[src/rtl/es_ctrl_pkg.sv]
// Shared encodings for the expression-stack operation sequencer: opcodes,
// ES control field values, FSM states and per-opcode stack effect helpers.
package es_ctrl_pkg;

    localparam logic [2:0] OP_NOP   = 3'd0;
    localparam logic [2:0] OP_PUSHI = 3'd1;
    localparam logic [2:0] OP_PUSHR = 3'd2;
    localparam logic [2:0] OP_POPR  = 3'd3;
    localparam logic [2:0] OP_LOAD  = 3'd4;
    localparam logic [2:0] OP_STORE = 3'd5;

    localparam logic [1:0] ESOP_PUSH = 2'd0;
    localparam logic [1:0] ESOP_POP  = 2'd1;

    localparam logic POP_ONE = 1'b0;
    localparam logic POP_TWO = 1'b1;

    localparam logic [1:0] SRC_REG = 2'd0;
    localparam logic [1:0] SRC_IMM = 2'd1;
    localparam logic [1:0] SRC_MEM = 2'd2;

    typedef enum logic [2:0] {
        ST_IDLE,
        ST_WAIT,
        ST_X1,
        ST_X2,
        ST_DONE
    } state_e;

    function automatic logic op_legal(input logic [2:0] op);
        return op <= OP_STORE;
    endfunction

    // Entries an op removes from the ES; LOAD replaces TOS, so it pops one and pushes one.
    function automatic logic [1:0] op_pops(input logic [2:0] op);
        case (op)
            OP_POPR, OP_LOAD: return 2'd1;
            OP_STORE:         return 2'd2;
            default:          return 2'd0;
        endcase
    endfunction

    function automatic logic [1:0] op_pushes(input logic [2:0] op);
        case (op)
            OP_PUSHI, OP_PUSHR, OP_LOAD: return 2'd1;
            default:                     return 2'd0;
        endcase
    endfunction

endpackage

[src/rtl/es_depth_tracker.sv]
// ES occupancy counter with an accept/reject check for the op about to start.
// The counter commits the net stack effect of an op once it reaches DONE.
module es_depth_tracker
    import es_ctrl_pkg::*;
#(
    parameter int DEPTH   = 16,
    parameter int DEPTH_W = $clog2(DEPTH + 1)
) (
    input  logic               clk,
    input  logic               rst_n,
    input  logic [2:0]         check_op_i,
    output logic               reject_o,
    input  logic               commit_i,
    input  logic [2:0]         commit_op_i,
    output logic [DEPTH_W-1:0] depth_o
);

    logic [DEPTH_W-1:0] depth_q, depth_d;
    logic [1:0]         chk_pops, chk_pushes;

    always_comb begin
        chk_pops   = op_pops(check_op_i);
        chk_pushes = op_pushes(check_op_i);
        // Only ops with a net push can overflow; LOAD at full depth is fine.
        reject_o   = (depth_q < DEPTH_W'(chk_pops)) ||
                     ((chk_pushes > chk_pops) && (depth_q == DEPTH_W'(DEPTH)));
    end

    always_comb begin
        depth_d = depth_q;
        if (commit_i) begin
            depth_d = depth_q + DEPTH_W'(op_pushes(commit_op_i)) - DEPTH_W'(op_pops(commit_op_i));
        end
    end

    always_ff @(posedge clk or negedge rst_n) begin
        if (!rst_n) depth_q <= '0;
        else        depth_q <= depth_d;
    end

    assign depth_o = depth_q;

endmodule

[src/rtl/es_op_sequencer.sv]
// Multi-cycle controller for the memory / register-file / expression-stack datapath.
// Define ES_CHECK_EN to enable ES occupancy tracking and depth underflow/overflow rejection.
module es_op_sequencer
    import es_ctrl_pkg::*;
#(
    parameter int DW      = 16,
    parameter int DEPTH   = 16,
    parameter int MEM_LAT = 1
) (
    input  logic                         clk,
    input  logic                         reset,
    input  logic                         start,
    input  logic [2:0]                   opcode,
    input  logic [DW-1:0]                imm,
    input  logic [1:0]                   reg_sel,
    output logic                         busy,
    output logic                         done,
    output logic                         err,
    output logic [$clog2(DEPTH+1)-1:0]   depth,
    output logic                         ESAct,
    output logic [1:0]                   ESOp,
    output logic                         popNum,
    output logic [1:0]                   pushSrc,
    output logic [DW-1:0]                push_in,
    output logic                         wea,
    output logic                         regWrite,
    output logic [1:0]                   regAddress
);

    localparam int DEPTH_W = $clog2(DEPTH + 1);
    localparam int WAIT_W  = (MEM_LAT > 1) ? $clog2(MEM_LAT) : 1;

    state_e              state_q, state_d;
    logic [2:0]          op_q, op_d;
    logic [DW-1:0]       imm_q, imm_d;
    logic [1:0]          sel_q, sel_d;
    logic                err_flag_q, err_flag_d;
    logic [WAIT_W-1:0]   wait_cnt_q, wait_cnt_d;

    logic                busy_q, busy_d;
    logic                done_q, done_d;
    logic                err_q, err_d;
    logic                es_act_q, es_act_d;
    logic [1:0]          es_op_q, es_op_d;
    logic                pop_num_q, pop_num_d;
    logic [1:0]          push_src_q, push_src_d;
    logic [DW-1:0]       push_in_q, push_in_d;
    logic                wea_q, wea_d;
    logic                reg_write_q, reg_write_d;
    logic [1:0]          reg_addr_q, reg_addr_d;

    logic                accept;
    logic                reject;
    logic [DEPTH_W-1:0]  depth_w;

    // busy_q covers the DONE output cycle, so a start seen there is ignored.
    assign accept = start && (state_q == ST_IDLE) && !busy_q;

`ifdef ES_CHECK_EN
    es_depth_tracker #(
        .DEPTH   (DEPTH),
        .DEPTH_W (DEPTH_W)
    ) u_depth (
        .clk         (clk),
        .rst_n       (reset),
        .check_op_i  (opcode),
        .reject_o    (reject),
        .commit_i    ((state_q == ST_DONE) && !err_flag_q),
        .commit_op_i (op_q),
        .depth_o     (depth_w)
    );
`else
    assign reject  = 1'b0;
    assign depth_w = '0;
`endif

    // NOTE: every signal written here gets a default first so no latch is inferred.
    always_comb begin
        state_d    = state_q;
        op_d       = op_q;
        imm_d      = imm_q;
        sel_d      = sel_q;
        err_flag_d = err_flag_q;
        wait_cnt_d = wait_cnt_q;
        case (state_q)
            ST_IDLE: begin
                if (accept) begin
                    op_d  = opcode;
                    imm_d = imm;
                    sel_d = reg_sel;
                    if (!op_legal(opcode) || reject) begin
                        err_flag_d = 1'b1;
                        state_d    = ST_DONE;
                    end else begin
                        err_flag_d = 1'b0;
                        if (opcode == OP_LOAD) begin
                            wait_cnt_d = WAIT_W'(MEM_LAT - 1);
                            state_d    = ST_WAIT;
                        end else begin
                            state_d = ST_X1;
                        end
                    end
                end
            end
            ST_WAIT: begin
                if (wait_cnt_q == '0) state_d = ST_X1;
                else                  wait_cnt_d = wait_cnt_q - 1'b1;
            end
            ST_X1:   state_d = (op_q == OP_LOAD) ? ST_X2 : ST_DONE;
            ST_X2:   state_d = ST_DONE;
            ST_DONE: state_d = ST_IDLE;
            default: state_d = ST_IDLE;
        endcase
    end

    // Outputs are decoded from the current state and registered, so they lag the state by one cycle.
    always_comb begin
        busy_d      = (state_d != ST_IDLE) || (state_q == ST_DONE);
        done_d      = (state_q == ST_DONE);
        err_d       = (state_q == ST_DONE) && err_flag_q;
        es_act_d    = 1'b0;
        es_op_d     = ESOP_PUSH;
        pop_num_d   = POP_ONE;
        push_src_d  = SRC_REG;
        push_in_d   = '0;
        wea_d       = 1'b0;
        reg_write_d = 1'b0;
        reg_addr_d  = 2'd0;
        if (state_q == ST_X1) begin
            case (op_q)
                OP_PUSHI: begin
                    es_act_d   = 1'b1;
                    push_src_d = SRC_IMM;
                    push_in_d  = imm_q;
                end
                OP_PUSHR: begin
                    es_act_d   = 1'b1;
                    reg_addr_d = sel_q;
                end
                OP_POPR: begin
                    es_act_d    = 1'b1;
                    es_op_d     = ESOP_POP;
                    reg_write_d = 1'b1;
                    reg_addr_d  = sel_q;
                end
                OP_LOAD: begin
                    es_act_d   = 1'b1;
                    es_op_d    = ESOP_POP;
                    push_src_d = SRC_MEM;
                end
                OP_STORE: begin
                    es_act_d  = 1'b1;
                    es_op_d   = ESOP_POP;
                    pop_num_d = POP_TWO;
                    wea_d     = 1'b1;
                end
                default: ;
            endcase
        end else if (state_q == ST_X2) begin
            es_act_d   = 1'b1;
            push_src_d = SRC_MEM;
        end
    end

    // NOTE: sequential state uses non-blocking assignments so every register samples pre-edge values.
    always_ff @(posedge clk or negedge reset) begin
        if (!reset) begin
            state_q     <= ST_IDLE;
            op_q        <= OP_NOP;
            imm_q       <= '0;
            sel_q       <= 2'd0;
            err_flag_q  <= 1'b0;
            wait_cnt_q  <= '0;
            busy_q      <= 1'b0;
            done_q      <= 1'b0;
            err_q       <= 1'b0;
            es_act_q    <= 1'b0;
            es_op_q     <= 2'd0;
            pop_num_q   <= 1'b0;
            push_src_q  <= 2'd0;
            push_in_q   <= '0;
            wea_q       <= 1'b0;
            reg_write_q <= 1'b0;
            reg_addr_q  <= 2'd0;
        end else begin
            state_q     <= state_d;
            op_q        <= op_d;
            imm_q       <= imm_d;
            sel_q       <= sel_d;
            err_flag_q  <= err_flag_d;
            wait_cnt_q  <= wait_cnt_d;
            busy_q      <= busy_d;
            done_q      <= done_d;
            err_q       <= err_d;
            es_act_q    <= es_act_d;
            es_op_q     <= es_op_d;
            pop_num_q   <= pop_num_d;
            push_src_q  <= push_src_d;
            push_in_q   <= push_in_d;
            wea_q       <= wea_d;
            reg_write_q <= reg_write_d;
            reg_addr_q  <= reg_addr_d;
        end
    end

    assign busy       = busy_q;
    assign done       = done_q;
    assign err        = err_q;
    assign depth      = depth_w;
    assign ESAct      = es_act_q;
    assign ESOp       = es_op_q;
    assign popNum     = pop_num_q;
    assign pushSrc    = push_src_q;
    assign push_in    = push_in_q;
    assign wea        = wea_q;
    assign regWrite   = reg_write_q;
    assign regAddress = reg_addr_q;

endmodule

[config.mk]
export PLATFORM = sky130hd
export DESIGN_NAME = es_op_sequencer
export DESIGN_NICKNAME = d
export VERILOG_FILES = /design/src/rtl/es_ctrl_pkg.sv /design/src/rtl/es_depth_tracker.sv /design/src/rtl/es_op_sequencer.sv
export SDC_FILE = /design/constraint.sdc
export NUM_CORES = 1
export LEC_CHECK = 0
export CORE_ASPECT_RATIO = 1.25
export CORE_MARGIN = 2
export CORE_UTILIZATION = 50
export CTS_BUF_LIST = sky130_fd_sc_hd__clkbuf_4 sky130_fd_sc_hd__clkbuf_8 sky130_fd_sc_hd__clkbuf_16
export CTS_CLUSTER_SIZE = 28
export DETAILED_ROUTE_END_ITERATION = 10
export GPL_ROUTABILITY_DRIVEN = 0
export PLACE_DENSITY = 0.95
export SYNTH_ARGS = -nofsm -noshare
export SYNTH_HDL_FRONTEND = slang
export SYNTH_SLANG_ARGS = --single-unit
[constraint.sdc]
create_clock -name clk -period 3.25 [get_ports clk]
set_input_delay 0.325 -clock clk [delete_from_list [all_inputs] [get_ports clk]]
set_output_delay 0.325 -clock clk [all_outputs]
set_load 0.01 [all_outputs]
==> results.yml <==
status:
  status: "completed"
sta:
  fin_crit_sh_pct: 59.29
  fin_skew_ps: 6.151
  setup_viol: 0
  worst_hold_slack_ps: 232.1
  worst_slack_ps: 1323
  rsz0062_at_grt: "no"
  max_freq_ghz: 0.5190
  slew_headroom_pct: 27.87
  worst_slew_pin_slew_ps: 1082
  hold_viol: 0
  setup_tns_ps: 0
  period_minus_slack_ps: 1927
  final-max-slew-violation-count: 0
worst_setup_path:
  cp-end-kind: "register"
  regToRegSetupSlack_ps: 1320
  path_max_fanout: 17
  r2r-start: "state_q[2]"
  start_kind: "register"
  required_ps: 3470
  reg2reg_depth: 3
  cp_data_arrival_time_ps: 2150
  r2r_end: "push_in[5]"
  worstSetupStartpoint: "state_q[2]"
  critPathKind: "reg -> reg"
clocking:
  cts_resized: 0
  postCtsSetupBuffers: 0
  clock-sinks: 52
  clk_pin_slew_worst_paths_ps: 80
  cts_tree: "yes"
  cts_hold_buf: 0
  clk_latency_ps: 290
  cts_buffer_depth: 2
  numCtsBuffers: 5
  cts_root_buf: "clkbuf_8"
  htree_num_levels: 2
global_routing:
  grt-ovfl-total: 0
  met1_usage_pct: 19.72
  grt_use_total_pct: 16.61
  grt_util_met3_pct: 6.186
  antenna_found_initial: 0
  grt_most_used_layer: "met2"
  grt_pass1_vias: 1178
  grt_max_degree: 53
  grt_first_pass_wirelength_um: 5444
  met2_usage_pct: 27.78
placement:
  pre_cts_slack_ps: 1309
  placedCellCount: 243
  dp_hpwl_um: 2237
  numPortBuffers: 51
  place_area_um2: 2492
power_and_ir_drop:
  finalPower_mw: 1.772
  vdd_drop_max_mv: 0.3296
  power.density_nw_per_um2: 691.8
  p_leak_nw: 1.149
logic_synthesis:
  ys_ff_latch: 52
  async_reset_ff_share_pct: 100.0
  synth_ff_type: "dfrtp_1"
  yosys_warnings: 0
  synth_cell_types: 26
  synth-edff-count: 0
  netlist_area_um2: 1997
  syn_avg_cell_area_um2: 13.68
  yosysSeqAreaShare_pct: 65.16
  syn_inst: 146
min_path:
  holdCritPathClass: "in -> async"
floorplanning:
  initial_core_util_pct: 52.33
  core_area_um2: 3816
  die_x_um: 60.53
  die_height_um: 74.66
  io_pins: 58
  die_area_um2: 4518
  num_rows: 25
routing:
  drtIter0Drc: 14
  finalWirelength_um: 3221
  drc: 0
  antenna_left: 0
  viasPerCell: 4.823
  wl_per_cell_um: 12.99
  num_vias: 1196
  drt_first_pass_iters: 4
finish:
  design_area_um2: 2561
  fin_cells: 248
  fin_util_pct: 67.11
  area_growth_pct: 28.26
  antenna_cells: 0
  drive_gt1_share_pct: 7.732
  nets: 220
job:
  drv_cap: 0
==> synthesized netlist by cell type, types with 2 or more instances <==
cell type   n  share of area (%)
nand2b_1    3               0.94
nor3b_1     2               0.75
buf_4      11                4.1
nor4_4      2                2.1
inv_1       4               0.75
nand3_1     2               0.50
o31ai_1     2               0.75
mux2_2      6                3.4
buf_2       2               0.50
o21ai_0     3               0.75
and3_1      3               0.94
and2_1     17                5.3
a31oi_1     2               0.63
nor3_1      4                1.0
mux2_1     13                7.3
dfrtp_1    52                 65
nor2_1      4               0.75
nand2_1     3               0.56
a21oi_1     4                1.0
==> routing by layer <==
metal	up-vias	share of wire [%]
li1	575	-
met2	34	55
met1	585	39
met5	-	0
met4	0	0.62
met3	2	5.4
==> power by group <==
part / internal [mW] / leakage [nW] / total [mW] / switching (mW)
clock: 0.139 / 0.0359 / 0.313 / 0.174
sequential: 0.837 / 0.675 / 0.971 / 0.134
combinational: 0.274 / 0.438 / 0.487 / 0.214
==> state kept, by name (all words and copies together), names as in the netlist <==
signal	cells
imm_q	16
push_in	16
op_q	3
state_q	3
pushSrc	2
regAddress	2
sel_q	2
ESAct	1
ESOp	1
busy	1
done	1
err	1
err_flag_q	1
regWrite	1
wea	1
==> critical path, stage by stage, from the launching register on <==
cell and delay [ps]:
dfrtp_1 520, or3b_1 540, nor4_4 580, and2_1 220
==> kinds of logic (layout without fill, tap and decap cells) <==
logic type,Yosys count,after routing,share of synthesized area [%]
DFF,52,52,65.16
muxes,19,19,10.71
buffers and inverters,18,61,5.952
and+or+nand+nor,43,43,14.04
AOI/OAI and AO/OA,13,13,3.947
other,1,6,0.1878
==> worst max-delay path by stage <==
stage,slack [ps],end,depth (start not counted)
final,1320,push_in[5],3
after global placement,1340,push_in[2],3
after detailed placement,1310,push_in[6],3
after floorplan,1560,imm_q[0],4
after CTS,1290,push_in[6],3
after global routing,1150,push_in[13],3
==> placed cells by master (no fill, tap or decap) <==
cell              n
nand2_1           3
or3b_1            1
nor4_4            2
o31ai_1           2
mux2_1           13
nand3b_1          1
mux2_2            6
conb_1            6
o21ai_0           3
dfrtp_1          52
a21oi_1           4
and2_1           17
a31oi_1           2
nand3_1           2
o211ai_1          1
nor3b_1           2
inv_1             4
or3_1             1
clkdlybuf4s50_1  50
o31a_1            1
nand2b_1          3
nor2_1            4
buf_2             1
clkbuf_8          5
buf_4             1
nor3_1            4
and3_1            3
==> area by class of cell <==
type	instances	area [um^2]
fill	288	1255
sequential	52	1301
multi-input combinational	81	595.6
tap	54	67.56
clock buffer	5	68.82
inverter	4	15.01
timing repair buffer	52	513.0
(Power assumes the default switching activity.)
